File: config.mk
export PLATFORM = sky130hd
export DESIGN_NAME = guess_judge_flat
export DESIGN_NICKNAME = d
export VERILOG_FILES = /design/src/rtl/updown_pkg.sv /design/src/rtl/guess_judge_if.sv /design/src/rtl/guess_compare.sv /design/src/rtl/guess_judge.sv /design/src/flat_wrapper.sv
export SDC_FILE = /design/constraint.sdc
export NUM_CORES = 1
export LEC_CHECK = 0
export CAP_MARGIN = 20
export CORE_MARGIN = 4
export CORE_UTILIZATION = 45
export DETAILED_ROUTE_END_ITERATION = 10
export PLACE_DENSITY_LB_ADDON = 0.2
export SLEW_MARGIN = 40
export SYNTH_ARGS = -nofsm -noshare
export SYNTH_HDL_FRONTEND = slang
export SYNTH_SLANG_ARGS = --single-unit
File: constraint.sdc
create_clock -name clk -period 1.4 [get_ports clk]
set_input_delay 0.21 -clock clk [delete_from_list [all_inputs] [get_ports clk]]
set_output_delay 0.21 -clock clk [all_outputs]
set_load 0.02 [all_outputs]
File: src/rtl/updown_pkg.sv
`default_nettype none
// ============================================================================
//  Module      : updown_pkg
//  Description : Shared types for the up/down guessing game: FSM state
//                encoding, default widths and the verdict encoding that is
//                also consumed by the display/LED driver.
//  Revision    : 1.0 - initial release
// ============================================================================
package updown_pkg;

   localparam int NUM_W_DEF     = 7;
   localparam int RANGE_MAX_DEF = 99;

   typedef enum logic [1:0] {
      ST_IDLE  = 2'd0,
      ST_PLAY  = 2'd1,
      ST_CHECK = 2'd2,
      ST_DONE  = 2'd3
   } state_e;

   typedef enum logic [1:0] {
      VERDICT_UP      = 2'd0,
      VERDICT_DOWN    = 2'd1,
      VERDICT_CORRECT = 2'd2,
      VERDICT_INVALID = 2'd3
   } verdict_e;

   // One-hot flag vector {hint_up, hint_down, correct, invalid} for a verdict
   function automatic logic [3:0] verdict_flags(input verdict_e v);
      logic [3:0] f;
      f = 4'b0000;
      case (v)
         VERDICT_UP:      f = 4'b1000;
         VERDICT_DOWN:    f = 4'b0100;
         VERDICT_CORRECT: f = 4'b0010;
         default:         f = 4'b0001;
      endcase
      return f;
   endfunction

endpackage
`default_nettype wire

File: src/rtl/guess_judge_if.sv
`default_nettype none
// ============================================================================
//  Module      : guess_judge_if
//  Description : Bundle of secret/guess handshake inputs and verdict outputs
//                of the guess judge. master = game front end, slave = judge.
//  Revision    : 1.0 - initial release
// ============================================================================
interface guess_judge_if #(
   parameter int NUM_W = updown_pkg::NUM_W_DEF
) ();

   logic             secret_valid;
   logic [NUM_W-1:0] secret_number;
   logic             guess_valid;
   logic [NUM_W-1:0] guess;
   logic             ready;
   logic             result_valid;
   logic             hint_up;
   logic             hint_down;
   logic             correct;
   logic             invalid;
   logic             game_over;
   logic             win;
   logic [3:0]       tries_used;

   modport master (
      output secret_valid, secret_number, guess_valid, guess,
      input  ready, result_valid, hint_up, hint_down, correct, invalid,
             game_over, win, tries_used
   );

   modport slave (
      input  secret_valid, secret_number, guess_valid, guess,
      output ready, result_valid, hint_up, hint_down, correct, invalid,
             game_over, win, tries_used
   );

endinterface
`default_nettype wire

File: src/rtl/guess_compare.sv
`default_nettype none
// ============================================================================
//  Module      : guess_compare
//  Description : Combinational judge of one guess against the secret.
//                Out-of-range guesses are invalid regardless of the secret.
//  Revision    : 1.0 - initial release
// ============================================================================
module guess_compare
   import updown_pkg::*;
#(
   parameter int NUM_W     = NUM_W_DEF,
   parameter int RANGE_MAX = RANGE_MAX_DEF
) (
   input  wire logic [NUM_W-1:0] secret,
   input  wire logic [NUM_W-1:0] guess,
   output verdict_e              verdict
);

   localparam logic [NUM_W-1:0] C_RANGE_MAX = NUM_W'(RANGE_MAX);

   // Range check first, then unsigned magnitude compare
   always_comb begin
      verdict = VERDICT_INVALID;
      if (guess > C_RANGE_MAX)
         verdict = VERDICT_INVALID;
      else if (guess == secret)
         verdict = VERDICT_CORRECT;
      else if (secret > guess)
         verdict = VERDICT_UP;
      else
         verdict = VERDICT_DOWN;
   end

endmodule
`default_nettype wire

File: src/rtl/guess_judge.sv
`default_nettype none
// ============================================================================
//  Module      : guess_judge
//  Description : Latches the secret from the number generator, accepts
//                guesses over valid/ready, answers up/down/correct/invalid,
//                counts attempts and ends the game on a win or exhaustion.
//  Revision    : 1.0 - initial release
// ============================================================================
module guess_judge
   import updown_pkg::*;
#(
   parameter int NUM_W     = NUM_W_DEF,
   parameter int RANGE_MAX = RANGE_MAX_DEF,
   parameter int MAX_TRIES = 7
) (
   input  wire logic     clk,
   input  wire logic     reset,
   guess_judge_if.slave  bus
);

   localparam logic [1:0]       C_IDLE       = 2'(ST_IDLE);
   localparam logic [1:0]       C_PLAY       = 2'(ST_PLAY);
   localparam logic [1:0]       C_CHECK      = 2'(ST_CHECK);
   localparam logic [1:0]       C_DONE       = 2'(ST_DONE);
   localparam logic [NUM_W-1:0] C_RANGE_MAX  = NUM_W'(RANGE_MAX);
   localparam logic [NUM_W-1:0] C_RANGE_SPAN = NUM_W'(RANGE_MAX + 1);
   localparam logic [3:0]       C_MAX_TRIES  = 4'(MAX_TRIES);

   logic [1:0]       r_state;
   logic [NUM_W-1:0] r_secret;
   logic [NUM_W-1:0] r_guess;
   logic [3:0]       r_tries;
   logic             r_result_valid;
   logic             r_hint_up;
   logic             r_hint_down;
   logic             r_correct;
   logic             r_invalid;
   logic             r_game_over;
   logic             r_win;

   verdict_e         w_verdict;
   logic [3:0]       w_flags;
   logic [NUM_W-1:0] w_secret_fold;
   logic [3:0]       w_tries_inc;

   // Raw generator values above the legal range are folded back into it
   assign w_secret_fold = (bus.secret_number <= C_RANGE_MAX)
                        ? bus.secret_number
                        : bus.secret_number - C_RANGE_SPAN;

   // Attempt counter increment, pinned at the limit so it can never wrap
   assign w_tries_inc = (r_tries >= C_MAX_TRIES) ? r_tries : r_tries + 4'd1;

   assign w_flags = verdict_flags(w_verdict);

   guess_compare #(
      .NUM_W     (NUM_W),
      .RANGE_MAX (RANGE_MAX)
   ) u_compare (
      .secret  (r_secret),
      .guess   (r_guess),
      .verdict (w_verdict)
   );

   // Game FSM: new-game latch has priority, CHECK registers the verdict
   always_ff @(posedge clk or posedge reset) begin
      if (reset) begin
         r_state        <= C_IDLE;
         r_secret       <= '0;
         r_guess        <= '0;
         r_tries        <= 4'd0;
         r_result_valid <= 1'b0;
         r_hint_up      <= 1'b0;
         r_hint_down    <= 1'b0;
         r_correct      <= 1'b0;
         r_invalid      <= 1'b0;
         r_game_over    <= 1'b0;
         r_win          <= 1'b0;
      end else begin
         r_result_valid <= 1'b0;
         if (bus.secret_valid) begin
            // Also aborts a pending CHECK and drops a same-cycle guess
            r_secret    <= w_secret_fold;
            r_tries     <= 4'd0;
            r_hint_up   <= 1'b0;
            r_hint_down <= 1'b0;
            r_correct   <= 1'b0;
            r_invalid   <= 1'b0;
            r_game_over <= 1'b0;
            r_win       <= 1'b0;
            r_state     <= C_PLAY;
         end else begin
            case (r_state)
               C_PLAY: begin
                  if (bus.guess_valid) begin
                     r_guess <= bus.guess;
                     r_state <= C_CHECK;
                  end
               end
               C_CHECK: begin
                  r_result_valid <= 1'b1;
                  {r_hint_up, r_hint_down, r_correct, r_invalid} <= w_flags;
                  if (w_verdict == VERDICT_INVALID) begin
                     r_state <= C_PLAY;
                  end else if (w_verdict == VERDICT_CORRECT) begin
                     // A hit on the final try still counts as a win
                     r_tries     <= w_tries_inc;
                     r_game_over <= 1'b1;
                     r_win       <= 1'b1;
                     r_state     <= C_DONE;
                  end else begin
                     r_tries <= w_tries_inc;
                     if (w_tries_inc == C_MAX_TRIES) begin
                        r_game_over <= 1'b1;
                        r_win       <= 1'b0;
                        r_state     <= C_DONE;
                     end else begin
                        r_state <= C_PLAY;
                     end
                  end
               end
               default: r_state <= r_state;
            endcase
         end
      end
   end

   assign bus.ready        = (r_state == C_PLAY);
   assign bus.result_valid = r_result_valid;
   assign bus.hint_up      = r_hint_up;
   assign bus.hint_down    = r_hint_down;
   assign bus.correct      = r_correct;
   assign bus.invalid      = r_invalid;
   assign bus.game_over    = r_game_over;
   assign bus.win          = r_win;
   assign bus.tries_used   = r_tries;

endmodule
`default_nettype wire
File: src/flat_wrapper.sv
// flat-port wrapper written by rule: the top's interface ports become plain ports
module guess_judge_flat import updown_pkg::*;
#(
   parameter int NUM_W     = NUM_W_DEF,
   parameter int RANGE_MAX = RANGE_MAX_DEF,
   parameter int MAX_TRIES = 7
)
  (clk, reset, bus_secret_valid, bus_secret_number, bus_guess_valid, bus_guess, bus_ready, bus_result_valid, bus_hint_up, bus_hint_down, bus_correct, bus_invalid, bus_game_over, bus_win, bus_tries_used);
  guess_judge_if #(.NUM_W(NUM_W)) bus_i ();
  input  wire logic clk;
  input  wire logic reset;
  input wire logic [$bits(bus_i.secret_valid)-1:0] bus_secret_valid;
  input wire logic [$bits(bus_i.secret_number)-1:0] bus_secret_number;
  input wire logic [$bits(bus_i.guess_valid)-1:0] bus_guess_valid;
  input wire logic [$bits(bus_i.guess)-1:0] bus_guess;
  output wire logic [$bits(bus_i.ready)-1:0] bus_ready;
  output wire logic [$bits(bus_i.result_valid)-1:0] bus_result_valid;
  output wire logic [$bits(bus_i.hint_up)-1:0] bus_hint_up;
  output wire logic [$bits(bus_i.hint_down)-1:0] bus_hint_down;
  output wire logic [$bits(bus_i.correct)-1:0] bus_correct;
  output wire logic [$bits(bus_i.invalid)-1:0] bus_invalid;
  output wire logic [$bits(bus_i.game_over)-1:0] bus_game_over;
  output wire logic [$bits(bus_i.win)-1:0] bus_win;
  output wire logic [$bits(bus_i.tries_used)-1:0] bus_tries_used;
  assign bus_i.secret_valid = bus_secret_valid;
  assign bus_i.secret_number = bus_secret_number;
  assign bus_i.guess_valid = bus_guess_valid;
  assign bus_i.guess = bus_guess;
  assign bus_ready = bus_i.ready;
  assign bus_result_valid = bus_i.result_valid;
  assign bus_hint_up = bus_i.hint_up;
  assign bus_hint_down = bus_i.hint_down;
  assign bus_correct = bus_i.correct;
  assign bus_invalid = bus_i.invalid;
  assign bus_game_over = bus_i.game_over;
  assign bus_win = bus_i.win;
  assign bus_tries_used = bus_i.tries_used;
  guess_judge #(.NUM_W(NUM_W), .RANGE_MAX(RANGE_MAX), .MAX_TRIES(MAX_TRIES)) u_core (.clk(clk), .reset(reset), .bus(bus_i));
endmodule
Word-level counts from Yosys, hierarchy flattened

Index checks and enable logic that the tools add are counted.

Eq/ne operators: 9
Reduce and logical (&&, ||, !) cells: 8
$lt $le $gt $ge: 4
Mux-type cells: 35
Bitwise operators: 1
Add/subtract/negate cells: 2

Operator list:

| kind                                                 | count |
|---|---|
| two-way mux 1 bit                                    | 21 |
| two-way mux 4 bit                                    | 4 |
| two-way mux 2 bit                                    | 7 |
| case mux 4 bit (3 select lines)                      | 1 |
| equality test 7 bit                                  | 1 |
| greater-than comparator 7 bit                        | 1 |
| greater-than comparator 7 bit, second input constant | 1 |
| <= comparator 7 bit, second input constant           | 1 |
| two-way mux 7 bit                                    | 1 |
| subtractor 7 bit, second input constant              | 1 |
| equality test 2 bit, second input constant           | 3 |
| AND reduction 3 bit                                  | 2 |
| nonzero test 3 bit                                   | 2 |
| adder 4 x 1 -> 4 bit, second input constant          | 1 |
| equality test 2 x 1 -> 1 bit, second input constant  | 2 |
| equality test 4 x 3 -> 1 bit, second input constant  | 1 |
| >= comparator 4 x 3 -> 1 bit, second input constant  | 1 |
| case mux 2 bit (2 select lines)                      | 1 |
| AND reduction 2 bit                                  | 2 |
| inequality test 3 bit, second input constant         | 1 |
| zero test 2 bit                                      | 1 |
| inequality test 2 bit, second input constant         | 1 |
| nonzero test 2 bit                                   | 1 |
| NOT 1 bit                                            | 1 |

Word-level logic and storage cells: 70
Flip-flop bits (word level): 27
Input port bits: 18
Output and inout bits: 12

Depth between registers and ports, before layout

Gate-level depths: netlist of the first run.

Word-level depth: 9
Depth in mapped cells: 6

Modules after synthesis

A second synthesis of the first run with hierarchy kept.

Cell total of the unflattened synthesis: 150
Area total of the unflattened synthesis: 1511.4 µm²

By module, submodules not included:

| module        | sequential area each (µm²) | instances | cells an instance | area an instance (µm²) |
|---|---|---|---|---|
| guess_judge   | 675.6                      | 1         | 123               | 1310.0 |
| guess_compare | 0.0                        | 1         | 27                | 201.4 |

Worst setup path after synthesis of the first run

No wires, ideal clock.

Path kind: flip-flop to flip-flop
Start: reg u_core.r_tries[0] (netlist: u_core.bus.tries_used[0])
End: reg u_core.r_state[1]
Cell stages (with the launch flop): 6
Slack: -0.161 ns
Arrival: 1.421 ns
Path buffers: 0
Cell sequence: dfrtp_1 -> ha_1 -> nand2b_1 -> o21ai_1 -> a311oi_1 -> o22ai_1

Word-level cells in the longest chain between the ends: 8

RTL lines:

| what                                                                        | line               | source |
|---|---|---|
| from (decl)                                                                 | guess_judge.sv:32  | `logic [3:0] r_tries;` |
| from (signal assigned)                                                      | guess_judge.sv:107 | `r_tries <= w_tries_inc;` |
| from (signal assigned)                                                      | guess_judge.sv:112 | `r_tries <= w_tries_inc;` |
| adder 4 x 1 -> 4 bit / >= comparator 4 x 3 -> 1 bit (equally long branches) | guess_judge.sv:52  | `assign w_tries_inc = (r_tries >= C_MAX_TRIES) ? r_tries : r_tries + 4'd1;` |
| two-way mux 4 bit *                                                         | guess_judge.sv:52  |  |
| equality test 4 x 3 -> 1 bit *                                              | guess_judge.sv:113 | `if (w_tries_inc == C_MAX_TRIES) begin` |
| two-way mux 2 bit *                                                         | guess_judge.sv:113 |  |
| two-way mux 2 bit *                                                         | guess_judge.sv:105 | `end else if (w_verdict == VERDICT_CORRECT) begin` |
| two-way mux 2 bit *                                                         | guess_judge.sv:103 | `if (w_verdict == VERDICT_INVALID) begin` |
| case mux 2 bit (2 select lines) *                                           | guess_judge.sv:93  | `case (r_state)` |
| two-way mux 2 bit *                                                         | guess_judge.sv:81  | `if (bus.secret_valid) begin` |
| to (signal assigned)                                                        | guess_judge.sv:122 | `default: r_state <= r_state;` |
| to (decl)                                                                   | guess_judge.sv:29  | `logic [1:0] r_state;` |

Mark *: on every way between the ends. The rest lies on a longest branch, timed or not.
A chain may end at the register's enable or synchronous reset.

Final worst setup path of the first run

Start: reg u_core.r_guess[4]
End: reg u_core.r_tries[0] (netlist: u_core.bus.tries_used[0])

Word-level cells in the longest chain between the ends: 7

RTL lines:

| what                                     | line                | source |
|---|---|---|
| from (decl)                              | guess_judge.sv:31   | `logic [NUM_W-1:0] r_guess;` |
| from (signal assigned)                   | guess_judge.sv:96   | `r_guess <= bus.guess;` |
| greater-than comparator 7 bit            | guess_compare.sv:28 | `else if (secret > guess)` |
| two-way mux 1 bit                        | guess_compare.sv:28 |  |
| two-way mux 2 bit                        | guess_compare.sv:26 | `else if (guess == secret)` |
| two-way mux 2 bit *                      | guess_compare.sv:24 | `if (guess > C_RANGE_MAX)` |
| equality test 2 bit *                    | guess_judge.sv:103  |  |
| inequality test 2 bit (no source line) * | n/a                 |  |
| AND reduction 2 bit (no source line) *   | n/a                 |  |

Marked as above.

==> results.ini, run 1 <==
[yosys]
synthTopCellsByArea=dfrtp_1 46%, ha_1 7.7%, nor2_1 4.6%, inv_1 4.3%, o21ai_0 4.1%
synth_edf_count=0
synth_fa_ha_area_share_pct=7.67
syn_nets=180
synthArstFlopShare_pct=100
syn_avg_cell_area_um2=9.60
ys.flop_type=dfrtp_1
synthMuxAreaShare_pct=2.90
synth_top_family_by_area=simple AND/OR/NAND/NOR gates
yosysWarningCount=0
synthTopCellsByCount=27 x dfrtp_1, 18 x nor2_1, 17 x inv_1
ys_seq_area_share_pct=46.0
synth-xor-area-share_pct=1.19
synth_area_um2=1470
synthSimpleGateAreaFrac_pct=18.7
synth_compound_area_share_pct=18.1
synthCells=153
ys_types=39
synth-seq-cells=27
yosysMostFrequentCell=dfrtp_1
yosys.area.top_type_share_pct=46.0
synth.largest_area_cell=dfrtp_1

[setup_path]
r2r-start=u_core.r_guess[4]
crit_path_end_kind=register
required_ns=1.65
cp_cell_sequence=buf_4 -> o311ai_4 -> and4b_2 -> buf_4 -> xnor2_2 -> nor2_1
cp_common_cell=buf_4
crit_path_start=u_core.r_guess[4]
cp.arrival_ns=1.82
worstPathMaxFanout=5
cpLargestDelayFamily=flip-flops
crit_type=register to register
cp_slowest_cell=dfrtp_1
start_kind=register
critPathMaxStageDelay_ns=0.42
critPathBufInv=2

[sta]
finalHoldViolCount=0
tightest_slew_ns=0.351
clock_skew_ns=0.00277
period_minus_slack_ns=1.58
relSlewSlack_pct=76.6
post-route-period-util_pct=113
slew_viol_final=0
finalSetupViolations=10
setup_ws_ns=-0.176
rsz0062_at_grt=true
fin_setup_tns_ns=-1.11
fmax_ghz=0.635

[run_status]
violations=negative setup slack
outcome=finished with violations

[global_route]
grt_pass1_vias=1424
gr-total-overflow=0
track_usage_pct=19.7
grt_pass1_wl_um=6490
antenna_found_initial=0
grt_max_degree=28

[cells_and_area]
final_nets=247
drive_above_1_share_pct=36.5
postLayoutCellArea_um2=2220
n_fill_cell=239
multiInputGateArea_um2=852
diodes=0
regArea_um2=679
area_growth_pct=51.0

[clock_network]
cts_hold_buf=0
clk_latency_ns=0.34
clockRootBuffer=clkbuf_4
cts_max_level=1
ctsLongestPathBuffers=2
clock_sinks=27
cts_tree=yes
clk_pin_slew_ns=0.14
numCtsBuffers=3

[power]
switching_power_mw=0.621
switching_share_pct=32.0
pwr-share-clk_pct=18.1
intPower_mw=1.32
p_per_area_nw_per_um2=874
seqPwrFrac_pct=47.6
power_leakage_nw=1.01
comb_power_share_pct=34.3
ir_drop_mv=0.409

[drt]
postRouteAntennaNets=0
drc_errors=0
vias_per_cell=5.13
wl_um=3750
first_iter_violations=43
post_drt_wl_per_cell_um=14.3
first_pass_iters=4
vias=1349

[run]
drv_cap=0

[hold_path]
min_path_type=input pin to async pin

[place]
post_dp_cell_area_um2=2040
place_hpwl_um=2820
gp_congestion=0.825
io_buffers=29

[floorplanning]
rows=20
core_area_um2=3080
die-area_um2=4240
die_w_um=65.1
die_y_um=65.1
ioPinCount=30
floorplan.initialDensity_pct=47.7

[flip-flops by register name, summed over array words and instances, names as in the netlist]
register and count:
u_core.bus.result_valid 1, u_core.bus.hint_up 1, u_core.r_guess 7, u_core.bus.correct 1, u_core.bus.game_over 1, u_core.bus.win 1
u_core.r_secret 7, u_core.bus.invalid 1, u_core.bus.tries_used 4, u_core.bus.hint_down 1, u_core.r_state 2
[placed cells by master (no fill, tap or decap), drive strengths merged, types with 3 or more instances in the layout]
cell            n
dfrtp          27
nand3           5
clkdlybuf4s50  14
dlygate4sd2    11
o211ai          3
buf            40
a21oi           8
ha              9
nand2b          4
nor2           18
nand2          14
clkbuf          4
inv            17
o21ai          13
[kinds of logic (layout without fill, tap and decap cells)]
group | after synthesis | in the layout
flops | 27 | 27
xor+xnor | 2 | 2
mux | 4 | 4
fa+ha+maj | 9 | 9
buf+inv | 21 | 87
compound gates | 37 | 37
simple gates | 53 | 53
[repair_timing]
item	CTS	global route
gates resized for setup	34	14
pin swaps	8	9
setup endpoints to repair	26	14
buffers inserted	1	6
[worst min-delay path, cell delays in order]
cell and delay (ns):
clkdlybuf4s50_1 0.39, inv_1 0.05, buf_4 0.32
[cell type report]
cell class	instances	area share, %
tap	44	2.48
clock buffer	4	1.18
multi-input combinational	105	38.4
timing repair buffer	66	24.4
inverter	17	2.88
sequential	27	30.6
[power groups by stage]
| stage | Clock (mW) | Sequential (mW) | Combinational [mW] |
|---|---|---|---|
| after floorplan | 0 | 0.926 | 0.281 |
| after global placement | 0 | 0.921 | 0.528 |
| after detailed placement | 0 | 0.927 | 0.550 |
| after CTS | 0.355 | 0.917 | 0.586 |
| after global routing | 0.388 | 0.932 | 0.735 |
| final | 0.351 | 0.923 | 0.666 |
[stage by stage]
stage / setup WS (ns) / hold slack [ns] / std cells / util [%] / power [mW]
after floorplan: -0.000788 / 0.263 / 153 / - / 1.21
after global placement: -0.406 / 0.492 / 252 / 66.3 / 1.45
after detailed placement: -0.473 / 0.487 / 252 / 66.3 / 1.48
after CTS: -0.170 / 0.221 / 257 / 68.5 / 1.86
after global routing: -0.259 / 0.257 / 263 / 72.1 / 2.05
final: -0.176 / 0.206 / 263 / 72.1 / 1.94
[worst paths after layout]
path | cells after the start | slack, ns | end
setup / recovery | 6 | -0.18 | u_core.bus.tries_used[0]
hold / removal | 3 | 0.21 | u_core.bus.correct
setup reg to reg | 6 | -0.18 | u_core.bus.tries_used[0]
hold reg to reg | 2 | 0.53 | u_core.bus.game_over
max in group asynchronous | 3 | 0.91 | u_core.bus.tries_used[1]
min in group clk | 3 | 0.25 | u_core.r_secret[0]
[layer usage]
metal,global-route usage [%],routed length [um]
met1,23.5,1620
met2,35.2,1910
met3,3.59,137
met4,7.51,94
met5,0,0
Note: power is estimated with default switching activity, not from simulation.
==> run 2, diff against run 1 <==
Settings changed: ABC_AREA from default to 1, CORE_UTILIZATION 45 to 46, GPL_TIMING_DRIVEN from default to 0.
==> run 2 against run 1 <==
Against the previous run:
- the flow still finishes with violations (negative setup slack)
- non-clock buffer count is 23 lower
- routed wire length is 1.6% lower
- total power is 25% higher
- sequential cell count stayed put
- via count is 2.2% higher
- die area is 0.43% higher
- sequential power is 6.9% higher
- critical path depth is 4 higher
- utilization is 4.3 points lower
- worst setup slack better by 0.093 ns
- hold slack better by 0.024 ns
- critical endpoint is now u_core.bus.win
- highest routed layer unchanged
==> results.ini, run 2 <==
[sta]
finalHoldViolCount=0  ; unchanged
fin_setup_tns_ns=-0.180  ; +0.931 ns
finalSetupViolations=3  ; -7
tightest_slew_ns=0.568  ; +0.216 ns
rsz0062_at_grt=true
fmax_ghz=0.674  ; +6.3%
relSlewSlack_pct=62.1  ; -14 points
post-route-period-util_pct=106  ; -6.6 points
slew_viol_final=0  ; unchanged
clock_skew_ns=0.00316  ; +0.000394 ns
setup_ws_ns=-0.0829  ; +0.0931 ns
period_minus_slack_ns=1.48  ; -0.0931 ns

[yosys]
synthSimpleGateAreaFrac_pct=27.2  ; +8.5 points
yosysMostFrequentCell=nand2_1
synthArstFlopShare_pct=100  ; unchanged
ys.flop_type=dfrtp_1
yosysWarningCount=0  ; unchanged
synthMuxAreaShare_pct=0.995  ; -1.9 points
synth_top_family_by_area=simple AND/OR/NAND/NOR gates
synth-seq-cells=27  ; unchanged
synth_area_um2=1510  ; +2.7%
synth.largest_area_cell=dfrtp_1
synthTopCellsByArea=dfrtp_1 45%, nand2_1 12%, ha_1 7.5%, inv_1 5.0%, a21oi_2 4.6%
synthCells=184  ; +20%
ys_seq_area_share_pct=44.8  ; -1.2 points
yosys.area.top_type_share_pct=44.8  ; -1.2 points
synthTopCellsByCount=47 x nand2_1, 27 x dfrtp_1, 20 x inv_1
ys_types=23  ; -41%
syn_nets=211  ; +17%
syn_avg_cell_area_um2=8.20  ; -15%
synth_fa_ha_area_share_pct=7.46  ; -0.20 points
synth_compound_area_share_pct=12.0  ; -6.0 points
synth_edf_count=0  ; unchanged
synth-xor-area-share_pct=0  ; -1.2 points

[drt]
vias=1379  ; +2.2%
drc_errors=0  ; unchanged
met2_wirelength_um=1910  ; +0.42%
postRouteAntennaNets=0  ; unchanged
dr_wl_met3_um=167  ; +22%
drt-met1-wl_um=1470  ; -8.9%
post_drt_wl_per_cell_um=13.5  ; -5.2%
vias_per_cell=5.05  ; -1.5%
first_iter_violations=96  ; +120%
wl_um=3690  ; -1.6%
first_pass_iters=4  ; unchanged
top_layer=met4

[global_route]
track_usage_pct=17.9  ; -1.8 points
grt_pass1_wl_um=5960  ; -8.1%
gr-total-overflow=0  ; unchanged
grt_max_degree=28  ; unchanged
grt_pass1_vias=1438  ; +0.98%
antenna_found_initial=0  ; unchanged

[hold_path]
min_path_type=input pin to async pin

[floorplanning]
die-area_um2=4260  ; +0.43%
floorplan.initialDensity_pct=48.6  ; +0.91 points
core_area_um2=3100  ; +0.81%
die_w_um=65.3  ; +0.21%
ioPinCount=30  ; unchanged
die_y_um=65.3  ; +0.21%
rows=20  ; unchanged

[cells_and_area]
layout_common_cells=40 x nand2_1, 25 x dfrtp_1, 15 x inv_1, 15 x clkdlybuf4s50_1, 13 x nor2_1
postLayoutCellArea_um2=2100  ; -5.2%
n_fill_cell=267  ; +12%
final_common_cell=nand2_1
area_growth_pct=39.3
regArea_um2=678  ; -0.18%
diodes=0  ; unchanged
multiInputGateArea_um2=877  ; +2.9%
final_nets=257  ; +4.0%
drive_above_1_share_pct=34.1  ; -2.5 points

[power]
p_per_area_nw_per_um2=1150  ; +32%
ir_drop_mv=0.494  ; +21%
power_leakage_nw=1.06  ; +5.2%

[run_status]
violations=negative setup slack
outcome=finished with violations

[clock_network]
numCtsBuffers=3  ; unchanged
cts_tree=yes
cts_hold_buf=0  ; unchanged
ctsLongestPathBuffers=2  ; unchanged
clockRootBuffer=clkbuf_4
clock_sinks=27  ; unchanged
cts_max_level=1  ; unchanged
clk_pin_slew_ns=0.15  ; about the same
clk_latency_ns=0.33  ; about the same

[run]
drv_cap=0  ; unchanged

[place]
gp_congestion=0.830  ; +0.58%
place_hpwl_um=2550  ; -9.5%
post_dp_cell_area_um2=1860  ; -8.9%
io_buffers=29  ; unchanged

[setup_path]
worstPathMaxFanout=3  ; -2
cp.arrival_ns=1.73  ; -0.09 ns
crit_path_end_kind=register
crit_type=register to register
start_kind=register
required_ns=1.65  ; about the same

-- run 2: per-stage QoR --
step           util (%)  cells  setup slack [ns]  hold WS, ns  power [mW]
5_1_grt            67.7    273            -0.171        0.292        2.59
6_report           67.7    273           -0.0829        0.230        2.42
3_3_place_gp       59.9    257            -0.319        0.456        1.70
2_1_floorplan         -    184           0.00346        0.263        1.51
4_1_cts            63.4    266           -0.0764        0.254        2.16
3_5_place_dp       59.9    257            -0.424        0.469        1.74
-- run 2: timing repair --
item / 4_1_cts / 5_1_grt
setup buffers: 5 / 7
setup endpoints to repair: 21 / 10
pin swaps: 8 / 12
gates resized for setup: 29 / 25
-- run 2: worst paths after layout --
kind / cells after the start / to / slack, ns / startpoint
worst min-delay path: 2 / u_core.r_secret[5] / 0.23 / reset
max in group asynchronous: 2 / u_core.bus.tries_used[1] / 0.77 / reset
min in group clk: 4 / u_core.r_secret[2] / 0.37 / bus_secret_number[2]
worst max-delay path: 10 / u_core.bus.win / -0.08 / u_core.r_secret[3]
worst max register to register: 10 / u_core.bus.win / -0.08 / u_core.r_secret[3]
worst min register to register: 2 / u_core.bus.win / 0.49 / u_core.bus.win
-- run 2: worst max-delay path, stage by stage (launching register included) --
cell and delay (ns):
dfrtp_1 0.46, ha_4 0.29, inv_1 0.04, nor2_2 0.12
nand2_2 0.09, nor2_2 0.12, nor2_1 0.06, nand2_2 0.07
nand2_2 0.05, nand2_1 0.06, nand2_1 0.04
-- run 2: cells by family (layout without fill, tap and decap cells) --
kind of cell | after synthesis | after routing
multiplexers | 1 | 1
AND/OR/NAND/NOR | 91 | 91
AO/OA/AOI/OAI | 28 | 28
buffers and inverters | 28 | 73
flip-flops | 27 | 27
adder cells (fa/ha/maj) | 9 | 9
-- run 2: power breakdown --
group / switching [mW] / internal [mW] / total, mW
logic: 0.577 / 0.508 / 1.08
registers: 0.0859 / 0.901 / 0.987
clock network: 0.237 / 0.112 / 0.349
total: 0.900 / 1.52 / 2.42
-- run 2: final cells by class --
| class | instances | area share, % |
|---|---|---|
| Buffer | 2 | 0.774 |
| Tap cell | 44 | 2.62 |
| Sequential cell | 27 | 32.3 |
| Clock buffer | 4 | 1.25 |
| Timing Repair Buffer | 41 | 16.7 |
| Inverter | 26 | 4.64 |
| Multi-Input combinational cell | 129 | 41.7 |
-- run 2: layer usage --
metal	up-vias	GRT usage, %
li1	676	-
met1	651	20.4
met2	37	32.0
met3	15	3.25
met4	0	8.81
met5	-	0
==> run 3, diff against run 2 <==
Settings changed: ABC_AREA 1 to default, CORE_UTILIZATION 46 to 47, CTS_BUF_LIST from default to sky130_fd_sc_hd__clkbuf_2 sky130_fd_sc_hd__clkbuf_4 sky130_fd_sc_hd__clkbuf_8.
==> run 3 against run 2 <==
Against the previous run:
- cell area shrank 0.95%
- worst setup slack lost 0.12 ns
- the flow still finishes with violations (negative setup slack)
- clock skew grew 0.013 ns
- clock power grew 8.9%
- largest power group is now sequential cells
- sequential power shrank 6.2%
- hold slack lost 0.037 ns
- combinational power shrank 43%
- cell count shrank 10%
- critical path depth shrank 4
==> results.ini, run 3 (synthesis gave the netlist of run 1 again) <==
[drt]
post_drt_wl_per_cell_um=14.8  ; +9.3%
postRouteAntennaNets=0  ; unchanged
vias_per_cell=5.12  ; +1.3%
first_pass_iters=4  ; unchanged
first_iter_violations=60  ; -38%
vias=1254  ; -9.1%
wl_um=3620  ; -1.9%
drc_errors=0  ; unchanged

[clock_network]
cts_hold_buf=0  ; unchanged
clk_pin_slew_ns=0.16  ; about the same
numCtsBuffers=3  ; unchanged
ctsLongestPathBuffers=2  ; unchanged
clk_latency_ns=0.34  ; about the same
clockRootBuffer=clkbuf_4
clock_sinks=27  ; unchanged
cts_tree=yes
cts_max_level=1  ; unchanged

[global_route]
grtUsageMet1_pct=26.6  ; +6.2 points
grtUsageMet3_pct=3.16  ; -0.084 points
grt_max_degree=28  ; unchanged
antenna_found_initial=0  ; unchanged
grt_pass1_wl_um=6200  ; +3.9%
grt_pass1_vias=1283  ; -11%
gr-total-overflow=0  ; unchanged
grt_busiest_layer=met2
met2_usage_pct=30.2  ; -1.8 points
track_usage_pct=19.1  ; +1.2 points

[floorplanning]
core_area_um2=3030  ; -2.4%
die_w_um=63.9  ; -2.1%
floorplan.initialDensity_pct=48.5  ; -0.12 points
die_y_um=63.9  ; -2.1%
ioPinCount=30  ; unchanged
rows=20  ; unchanged
die-area_um2=4080  ; -4.2%

[cells_and_area]
n_fill_cell=253  ; -5.2%
regArea_um2=679  ; +0.18%
fin_util_pct=68.8  ; +1.0 points
final_common_cell=dfrtp_1
area_growth_pct=41.7
postLayoutCellArea_um2=2080  ; -0.95%
finalNonFillerCells=245  ; -10%
drive_above_1_share_pct=29.4  ; -4.7 points
layout_common_cells=24 x dfrtp_1, 16 x buf_4, 15 x nor2_1, 14 x nand2_1
multiInputGateArea_um2=856  ; -2.4%
final_nets=229  ; -11%
diodes=0  ; unchanged

[power]
fin_total_pwr_mw=1.93  ; -20%
power_leakage_nw=0.924  ; -13%
p_per_area_nw_per_um2=925  ; -20%
ir_drop_mv=0.342  ; -31%

[sta]
finalSetupViolations=11  ; +8
slew_viol_final=0  ; unchanged
setup_ws_ns=-0.203  ; -0.120 ns
rsz0062_at_grt=true
clock_skew_ns=0.0163  ; +0.0132 ns
finalHoldViolCount=0  ; unchanged
tightest_slew_ns=0.565  ; -0.00301 ns
period_minus_slack_ns=1.60  ; +0.120 ns
fin_setup_tns_ns=-1.10  ; -0.922 ns
post-route-period-util_pct=114  ; +8.6 points
relSlewSlack_pct=62.3  ; +0.20 points
fmax_ghz=0.624  ; -7.5%

[place]
gp_congestion=0.782  ; -5.8%
numPlacedInstances=226  ; -12%
place_hpwl_um=2530  ; -0.89%
post_dp_cell_area_um2=1830  ; -1.4%
io_buffers=29  ; unchanged

[setup_path]
required_ns=1.64  ; about the same
start_kind=register
worstPathMaxFanout=3  ; unchanged
crit_type=register to register
cp.arrival_ns=1.84  ; +0.11 ns
crit_path_end_kind=register

[run_status]
violations=negative setup slack
outcome=finished with violations

[hold_path]
min_path_type=input pin to register

[run]
drv_cap=0  ; unchanged

==> run 3: changes by cell type in the layout (fill, tap and decap cells not counted), moves of 3 or more <==
cell and delta:
o211ai_1 +3, inv_1 -4, nand2_2 -11, nand2_1 -26, inv_2 -5, nand2b_1 +4
nor2_2 -4, nand2_4 -4, buf_4 +4, nand3_1 -5, o21ai_0 +6, clkdlybuf4s50_1 -3
a21oi_2 -6
==> run 3: worst max-delay path, stage by stage, from the launching register on <==
cell and delay (ns):
dfrtp_1 0.44, inv_2 0.07, ha_4 0.27, nand4_1 0.19, o21ai_1 0.26, nor2_1 0.07, a32o_1 0.20
==> run 3: area by class of cell <==
class / instances / share of cell area [%]
buffer: 4 / 0.841
clock buffer: 4 / 1.44
sequential: 27 / 32.6
inverter: 17 / 3.06
multi-input combinational: 105 / 41.1
timing repair buffer: 44 / 18.3
tap: 44 / 2.64
==> run 3: final timing paths <==
path | start | endpoint | slack (ns) | depth (start not counted)
worst max-delay path | u_core.r_guess[4] | u_core.bus.hint_down | -0.20 | 6
worst min-delay path | bus_secret_number[0] | u_core.r_secret[0] | 0.19 | 3
worst max register to register | u_core.r_guess[4] | u_core.bus.hint_down | -0.20 | 6
worst min register to register | u_core.bus.game_over | u_core.bus.game_over | 0.51 | 2
max in group asynchronous | reset | u_core.bus.tries_used[1] | 0.77 | 2
min in group asynchronous | reset | u_core.r_state[0] | 0.22 | 2
==> run 3: routing by layer <==
layer | part of all wire [%] | wire length, um
met1 | 46 | 1660
met2 | 48 | 1730
met3 | 4.5 | 163
met4 | 1.7 | 61
met5 | 0 | 0
==> run 3: repair_timing <==
action                     in CTS  in global routing
resized for setup              37                 13
pin swaps                      14                  3
gates cloned                    0                  0
setup endpoints to repair      30                 19
buffers inserted                9                  6
==> run 3: power by group <==
| group | total [mW] | internal (mW) | switching [mW] |
|---|---|---|---|
| clock | 0.380 | 0.132 | 0.249 |
| sequential | 0.926 | 0.855 | 0.0710 |
| combinational | 0.620 | 0.319 | 0.301 |
==> run 3: stage by stage <==
| step | hold WS (ns) | worst slack [ns] |
|---|---|---|
| 6_report | 0.193 | -0.203 |
| 5_1_grt | 0.245 | -0.285 |
| 4_1_cts | 0.245 | -0.122 |
| 3_5_place_dp | 0.485 | -0.582 |
| 3_3_place_gp | 0.486 | -0.525 |
| 2_1_floorplan | 0.263 | -0.000788 |
